**config.mk**
```make
export PLATFORM = sky130hd
export DESIGN_NAME = bc_horner
export DESIGN_NICKNAME = d
export VERILOG_FILES = /design/src/rtl/bc_horner.sv
export SDC_FILE = /design/constraint.sdc
export NUM_CORES = 1
export LEC_CHECK = 0
export BUFFER_PORTS_ARGS = -buffer_cell sky130_fd_sc_hd__clkbuf_2
export CORE_AREA = 2 2 39 41
export CTS_CLUSTER_DIAMETER = 100
export CTS_CLUSTER_SIZE = 20
export DETAILED_ROUTE_END_ITERATION = 7
export DIE_AREA = 0 0 41 43
export GPL_TIMING_DRIVEN = 1
export PLACE_DENSITY = 0.7
export SETUP_SLACK_MARGIN = 0.5
export SLEW_MARGIN = 25
export SYNTH_ARGS = -nofsm -noshare
export SYNTH_HDL_FRONTEND = slang
export SYNTH_SLANG_ARGS = --single-unit
```
**constraint.sdc**
```tcl
create_clock -name clk -period 4 [get_ports clk]
set_input_delay 0.2 -clock clk [delete_from_list [all_inputs] [get_ports clk]]
set_output_delay 0.2 -clock clk [all_outputs]
set_load 0.02 [all_outputs]
```
**src/rtl/bc_horner.sv**
```systemverilog
// Control sequencer for a Horner-rule polynomial datapath.
// A run with degree n walks INIT, then n MUL/ADD pairs, then a one-cycle DONE.
module bc_horner #(
    parameter int GRAU_MAX = 7,
    parameter int IDX_W    = $clog2(GRAU_MAX + 1)
) (
    input  logic             clk,
    input  logic             rst,
    input  logic             inicio,
    input  logic [IDX_W-1:0] grau,
    output logic [1:0]       m0,
    output logic [1:0]       m1,
    output logic [1:0]       m2,
    output logic             lx,
    output logic             ls,
    output logic             lh,
    output logic             h,
    output logic [IDX_W-1:0] idx,
    output logic             ocupado,
    output logic             pronto
);

    typedef enum logic [2:0] {
        S_IDLE,
        S_INIT,
        S_MUL,
        S_ADD,
        S_DONE
    } state_t;

    localparam logic [IDX_W-1:0] GMAX = IDX_W'(GRAU_MAX);

    state_t           state, state_n;
    logic [IDX_W-1:0] idx_r, idx_n;
    logic [IDX_W-1:0] deg_r, deg_n;
    logic [IDX_W-1:0] grau_clamped;

    assign grau_clamped = (grau > GMAX) ? GMAX : grau;
    assign idx          = idx_r;

    always_ff @(posedge clk) begin
        if (rst) begin
            state <= S_IDLE;
            idx_r <= '0;
            deg_r <= '0;
        end else begin
            state <= state_n;
            idx_r <= idx_n;
            deg_r <= deg_n;
        end
    end

    always_comb begin
        state_n = state;
        idx_n   = idx_r;
        deg_n   = deg_r;
        m0      = 2'b01;
        m1      = 2'b01;
        m2      = 2'b00;
        lx      = 1'b1;
        ls      = 1'b0;
        lh      = 1'b0;
        h       = 1'b1;
        ocupado = 1'b0;
        pronto  = 1'b0;

        case (state)
            S_IDLE: begin
                if (inicio) begin
                    state_n = S_INIT;
                    idx_n   = grau_clamped;
                    deg_n   = grau_clamped;
                end
            end
            S_INIT: begin
                m0      = 2'b00;
                m1      = 2'b00;
                m2      = 2'b11;
                lx      = 1'b0;
                ls      = 1'b1;
                ocupado = 1'b1;
                if (deg_r == '0) begin
                    state_n = S_DONE;
                end else begin
                    state_n = S_MUL;
                    if (idx_r != '0) idx_n = idx_r - IDX_W'(1);
                end
            end
            S_MUL: begin
                m0      = 2'b10;
                m1      = 2'b11;
                m2      = 2'b10;
                lx      = 1'b0;
                lh      = 1'b1;
                h       = 1'b0;
                ocupado = 1'b1;
                state_n = S_ADD;
            end
            S_ADD: begin
                m0      = 2'b11;
                m1      = 2'b00;
                m2      = 2'b00;
                lx      = 1'b0;
                ls      = 1'b1;
                ocupado = 1'b1;
                if (idx_r == '0) begin
                    state_n = S_DONE;
                end else begin
                    state_n = S_MUL;
                    idx_n   = idx_r - IDX_W'(1);
                end
            end
            S_DONE: begin
                m0      = 2'b00;
                m1      = 2'b00;
                m2      = 2'b00;
                lx      = 1'b0;
                h       = 1'b0;
                ocupado = 1'b1;
                pronto  = 1'b1;
                state_n = S_IDLE;
            end
            default: begin
                state_n = S_IDLE;
                idx_n   = '0;
                deg_n   = '0;
            end
        endcase
    end

endmodule

```
==> results.json, run 1 <==
{
  "synth_largest_area_cell": "dfxtp_1",
  "crit_start": "state[2]",
  "ant_nets": 0,
  "rsz0062_at_grt": "no",
  "regArea_um2": 180,
  "syn_area_per_cell_um2": 7.36,
  "worstPathMaxFanout": 17,
  "antenna_cells": 0,
  "drt_iter0_drc": 16,
  "die_area_um2": 1760,
  "place_congestion": 0.766,
  "die_x_um": 41,
  "synth.cell_area_um2": 559,
  "nFillCells": 150,
  "finalHoldViolations": 0,
  "start_util": 0.404,
  "yosysUniqueCellTypes": 25,
  "grt_pass1_wl_um": 1930,
  "tightestPinTransition_ns": 0.606,
  "finalSetupViolCount": 0,
  "dr.pass1.iters": 4,
  "vias": 561,
  "critPathLaunchType": "flip-flop",
  "fin_tns_setup_ns": 0,
  "core_area_um2": 1380,
  "path_cells": "nor2b_1, and2_1, or2_2, nor2_1, clkbuf_2",
  "rows": 14,
  "layout_commonest_cell": "clkbuf_2",
  "layout_common_cells": "20 x clkbuf_2, 11 x nor2_1, 10 x nand2_1, 9 x dfxtp_1, 6 x inv_1",
  "outcome": "completed",
  "p_leak_nw": 0.306,
  "cp_data_required_time_ns": 3.80,
  "wl_um": 1260,
  "yosysSeqAreaShare": 0.322,
  "slew_violations": 0,
  "worst_hold_slack_ns": 0.197,
  "fin_skew_ns": 0.00815,
  "cts_hold_buf": 0,
  "clock_latency_ns": 0.27,
  "slew_headroom": 0.594,
  "nets": 105,
  "hold_path_class": "input port to flip-flop",
  "worstSetupPathType": "flip-flop to output port",
  "final_layout_size_suffix_gt1_frac": 0.271,
  "routedWlPerCell_um": 11.2,
  "clk_pin_slew_ns": 0.07,
  "area_growth_pct": 21.3,
  "hp-start": "rst",
  "gr-total-overflow": 0,
  "worstPathArrival_ns": 1.84,
  "timing.fmax_mhz": 490,
  "clockBufferDepth": 2,
  "ys_ff_latch": 9,
  "cts_made_buffers": 3,
  "synthesis.nets": 84,
  "port_buffers": 20,
  "htree_levels": 1,
  "viasPerCell": 5.01,
  "drc": 0,
  "grt_max_degree": 18,
  "grtUsageTotal": 0.165,
  "netlist_instances": 76,
  "cts_root_buf": "clkbuf_4",
  "cts_setup_buffers": 0,
  "dieHeight_um": 43,
  "slowest_stage": "dfxtp_1",
  "synth_area_leaders": "dfxtp_1 32%, nor2_1 7.4%, nand2_1 6.7%",
  "period_minus_slack_ns": 2.04,
  "clock_sinks": 9,
  "timing.final.crit_share": 0.510,
  "cts_tree": "built",
  "p_per_area_nw_per_um2": 412,
  "drv_cap": 0,
  "antenna_found_initial": 0,
  "grt_pass1_vias": 450,
  "rr_startpoint": "state[2]",
  "end_kind": "output port",
  "yosysWarnings": 0,
  "hpwl_um": 959,
  "multiInputGateArea_um2": 329,
  "cts.repair.resized": 0,
  "vdd_ir_drop_max_uv": 197,
  "pin_count": 21,
  "netlist.area_leader.share": 0.322,
  "critPathMaxStageDelay_ns": 0.60
}
==> per-stage QoR <==
stage	area, um^2	power, W	instances	worst slack [ns]	util
after global routing	678	0.000297	112	1.82	0.490
final	678	0.000279	112	1.96	0.490
after global placement	652	0.000208	108	2.30	0.471
after floorplan	559	0.000180	76	2.20	-
after CTS	678	0.000282	112	1.97	0.490
after detailed placement	652	0.000209	108	2.27	0.471
==> critical path: cells and delay by family (launching register included) <==
kind | cells | cell delay (ns)
buf+inv | 1 | 0.17
simple gates | 4 | 0.80
flops | 1 | 0.60
==> worst paths after layout <==
path | depth (start not counted) | slack, ns | endpoint
worst max-delay path | 5 | 1.96 | m0[0]
worst min-delay path | 2 | 0.20 | idx[1]
worst max register to register | 4 | 2.24 | idx[0]
worst min register to register | 2 | 0.47 | idx[0]
==> logic make-up after synthesis <==
family          share of synthesized area
compound gates                      0.217
xor+xnor                           0.0157
fa+ha+maj                          0.0447
buf+inv                            0.0895
flops                               0.322
simple gates                        0.311
==> Yosys cell counts, drive strengths merged <==
cell type	count
dfxtp	9
nor2b	2
nor2	11
nand2	10
nor4	1
clkbuf	1
or4b	1
a21oi	5
a22oi	4
xnor2	1
nand2b	1
inv	6
nor3	2
o311a	1
or2	1
buf	3
ha	2
a32oi	2
a2bb2oi	1
and2	2
or3	5
o21ai	5
==> routing by layer <==
layer	track usage	share of wire	routed length [um]	up-vias
met1	0.232	0.48	600	246
li1	-	-	-	302
met5	0	0	0	-
met3	0.0942	0.057	72	0
met4	0.0400	0	0	0
met2	0.213	0.47	586	13
==> where the power goes <==
group	leakage [nW]	internal, W	switching [W]
Combinational	0.217	0.0000377	0.0000602
Clock	0.0150	0.0000385	0.0000342
Sequential	0.0738	0.0000978	0.0000109
==> flip-flops by register name, summed over array words and instances (netlist names) <==
register,cells
idx,3
state,3
deg_r,3
==> final cells by class <==
cell class | instances | area share
Sequential cell | 9 | 0.266
Tap cell | 16 | 0.0295
Clock buffer | 4 | 0.0387
Multi-Input combinational cell | 57 | 0.485
Inverter | 6 | 0.0332
Timing Repair Buffer | 20 | 0.148
Note: power is estimated with default switching activity, not from simulation.
==> run 2, diff against run 1 <==
- clock period: 4 -> 2.05 ns (I/O delays scaled with it)
==> run 2 against run 1 <==
  * Global-route usage increased by 4.3 points
  * Cell count increased by 5.4%
  * Wire length increased by 19%
  * Via count increased by 9.6%
  * Worst hold slack got worse by 0.099 ns
  * Setup slack got worse by 1.5 ns
  * Flip-flop and latch count unchanged
  * Clock skew decreased by 0.0012 ns
  * Die area unchanged
  * Power increased by 120%
  * Clock-buffer cell count unchanged
  * Combinational power increased to 2.6 times the previous value
  * Largest cell class unchanged
  * Highest routed layer is now met4
==> results.json, run 2 (synthesized netlist as in run 1, its figures left out) <==
{
  "setup_ws_ns": 0.466,
  "postLayoutCellArea_um2": 817,
  "area_growth_pct": 46.1,
  "finalSetupViolCount": 0,
  "wl_um": 1500,
  "clkPwrFrac": 0.237,
  "power.switching_w": 0.000229,
  "p_sw_frac": 0.376,
  "p_leak_nw": 0.363,
  "grtUsageTotal": 0.208,
  "cts_root_buf": "clkbuf_4",
  "dr.pass1.iters": 4,
  "timing.fmax_mhz": 631,
  "nets": 111,
  "timing.final.crit_share": 0.773,
  "grt_max_degree": 10,
  "hold_path_class": "input port to flip-flop",
  "drt_iter0_drc": 6,
  "grt_pass1_vias": 557,
  "start_util": 0.404,
  "fin_skew_ns": 0.00692,
  "place_congestion": 0.780,
  "post-route-util": 0.590,
  "multiInputGateArea_um2": 394,
  "place_area_um2": 697,
  "cts_made_buffers": 3,
  "drc": 0,
  "fin_tns_setup_ns": 0,
  "end_kind": "flip-flop",
  "cp_num_cells": 4,
  "fin_total_pwr_w": 0.000608,
  "tightestPinTransition_ns": 0.363,
  "routedWlPerCell_um": 12.7,
  "antenna_found_initial": 0,
  "rows": 14,
  "pre_cts_slack_ns": 0.321,
  "cp_data_required_time_ns": 2.26,
  "timing.critical_path.buf_inv": 0,
  "clockBufferDepth": 2,
  "slew_violations": 0,
  "cp_top_family": "simple AND/OR/NAND/NOR gates",
  "p_int_w": 0.000379,
  "vdd_ir_drop_max_uv": 471,
  "p_comb_frac": 0.414,
  "regArea_um2": 199,
  "gr-total-overflow": 0,
  "seqPwrFrac": 0.349,
  "vias": 615,
  "period_minus_slack_ns": 1.58,
  "core_area_um2": 1380,
  "slowest_stage": "or4b_4",
  "clock_latency_ns": 0.27,
  "layout_commonest_cell": "clkbuf_2",
  "p_per_area_nw_per_um2": 744,
  "hold_path_depth": 2,
  "finalHoldViolations": 0,
  "worstPathMaxFanout": 6,
  "cts_tree": "built",
  "grt_pass1_wl_um": 2410,
  "ant_nets": 0,
  "path_cells": "or4b_4, o311a_4, or3_4, a21oi_2",
  "layout_common_cells": "19 x clkbuf_2, 10 x nand2_1, 9 x nor2_1, 6 x buf_4",
  "port_buffers": 20,
  "worstPathArrival_ns": 1.79,
  "critPathLaunchType": "flip-flop",
  "die_x_um": 41,
  "drv_cap": 0,
  "rsz0062_at_grt": "yes",
  "worstSetupPathType": "flip-flop to flip-flop",
  "viasPerCell": 5.21,
  "final_layout_size_suffix_gt1_frac": 0.490,
  "clock_sinks": 9,
  "critPathMaxStageDelay_ns": 0.54,
  "antenna_cells": 0,
  "clk_pin_slew_ns": 0.06,
  "die_area_um2": 1760,
  "dieHeight_um": 43,
  "r2r_cells": 4,
  "nFillCells": 127,
  "outcome": "completed",
  "htree_levels": 1,
  "pin_count": 21,
  "slew_headroom": 0.756,
  "cts_hold_buf": 0
}
## run 2: routing by layer
layer,share of wire,GRT usage,vias to the layer above
met5,0,0,-
met4,0.017,0.120,0
met3,0.067,0.0471,2
met2,0.49,0.328,23
met1,0.43,0.243,275
li1,-,-,315
## run 2: final timing paths
check                              start      to  slack (ns)
worst max-delay path            state[2]  idx[1]        0.47
worst min-delay path                 rst  idx[1]         0.1
worst max register to register  state[2]  idx[1]        0.47
worst min register to register    idx[1]  idx[1]        0.49
## run 2: timing repair
action / CTS / global route
pin swaps: 2 / 2
gates cloned: 0 / 0
setup buffers: 5 / 0
resized for setup: 14 / 5
endpoints found under the setup margin: 10 / 7
## run 2: area by class of cell
class	instances	area share
flip-flops and latches	9	0.243
multi-input cells	57	0.482
well taps	16	0.0245
clock buffers	4	0.0322
inverters	6	0.0276
repair buffers	26	0.190
## run 2: through the flow
stage | cells | hold slack (ns)
after floorplan | 76 | 0.156
after global placement | 109 | 0.361
after detailed placement | 109 | 0.375
after CTS | 118 | 0.0924
after global routing | 118 | 0.112
final | 118 | 0.0983
## run 2: power groups by stage
stage	logic, W	clock network (W)	registers (W)
final	0.000252	0.000144	0.000212
after global routing	0.000277	0.000152	0.000216
after CTS	0.000244	0.000150	0.000211
after detailed placement	0.000215	0	0.000219
after global placement	0.000211	0	0.000218
after floorplan	0.000153	0	0.000217
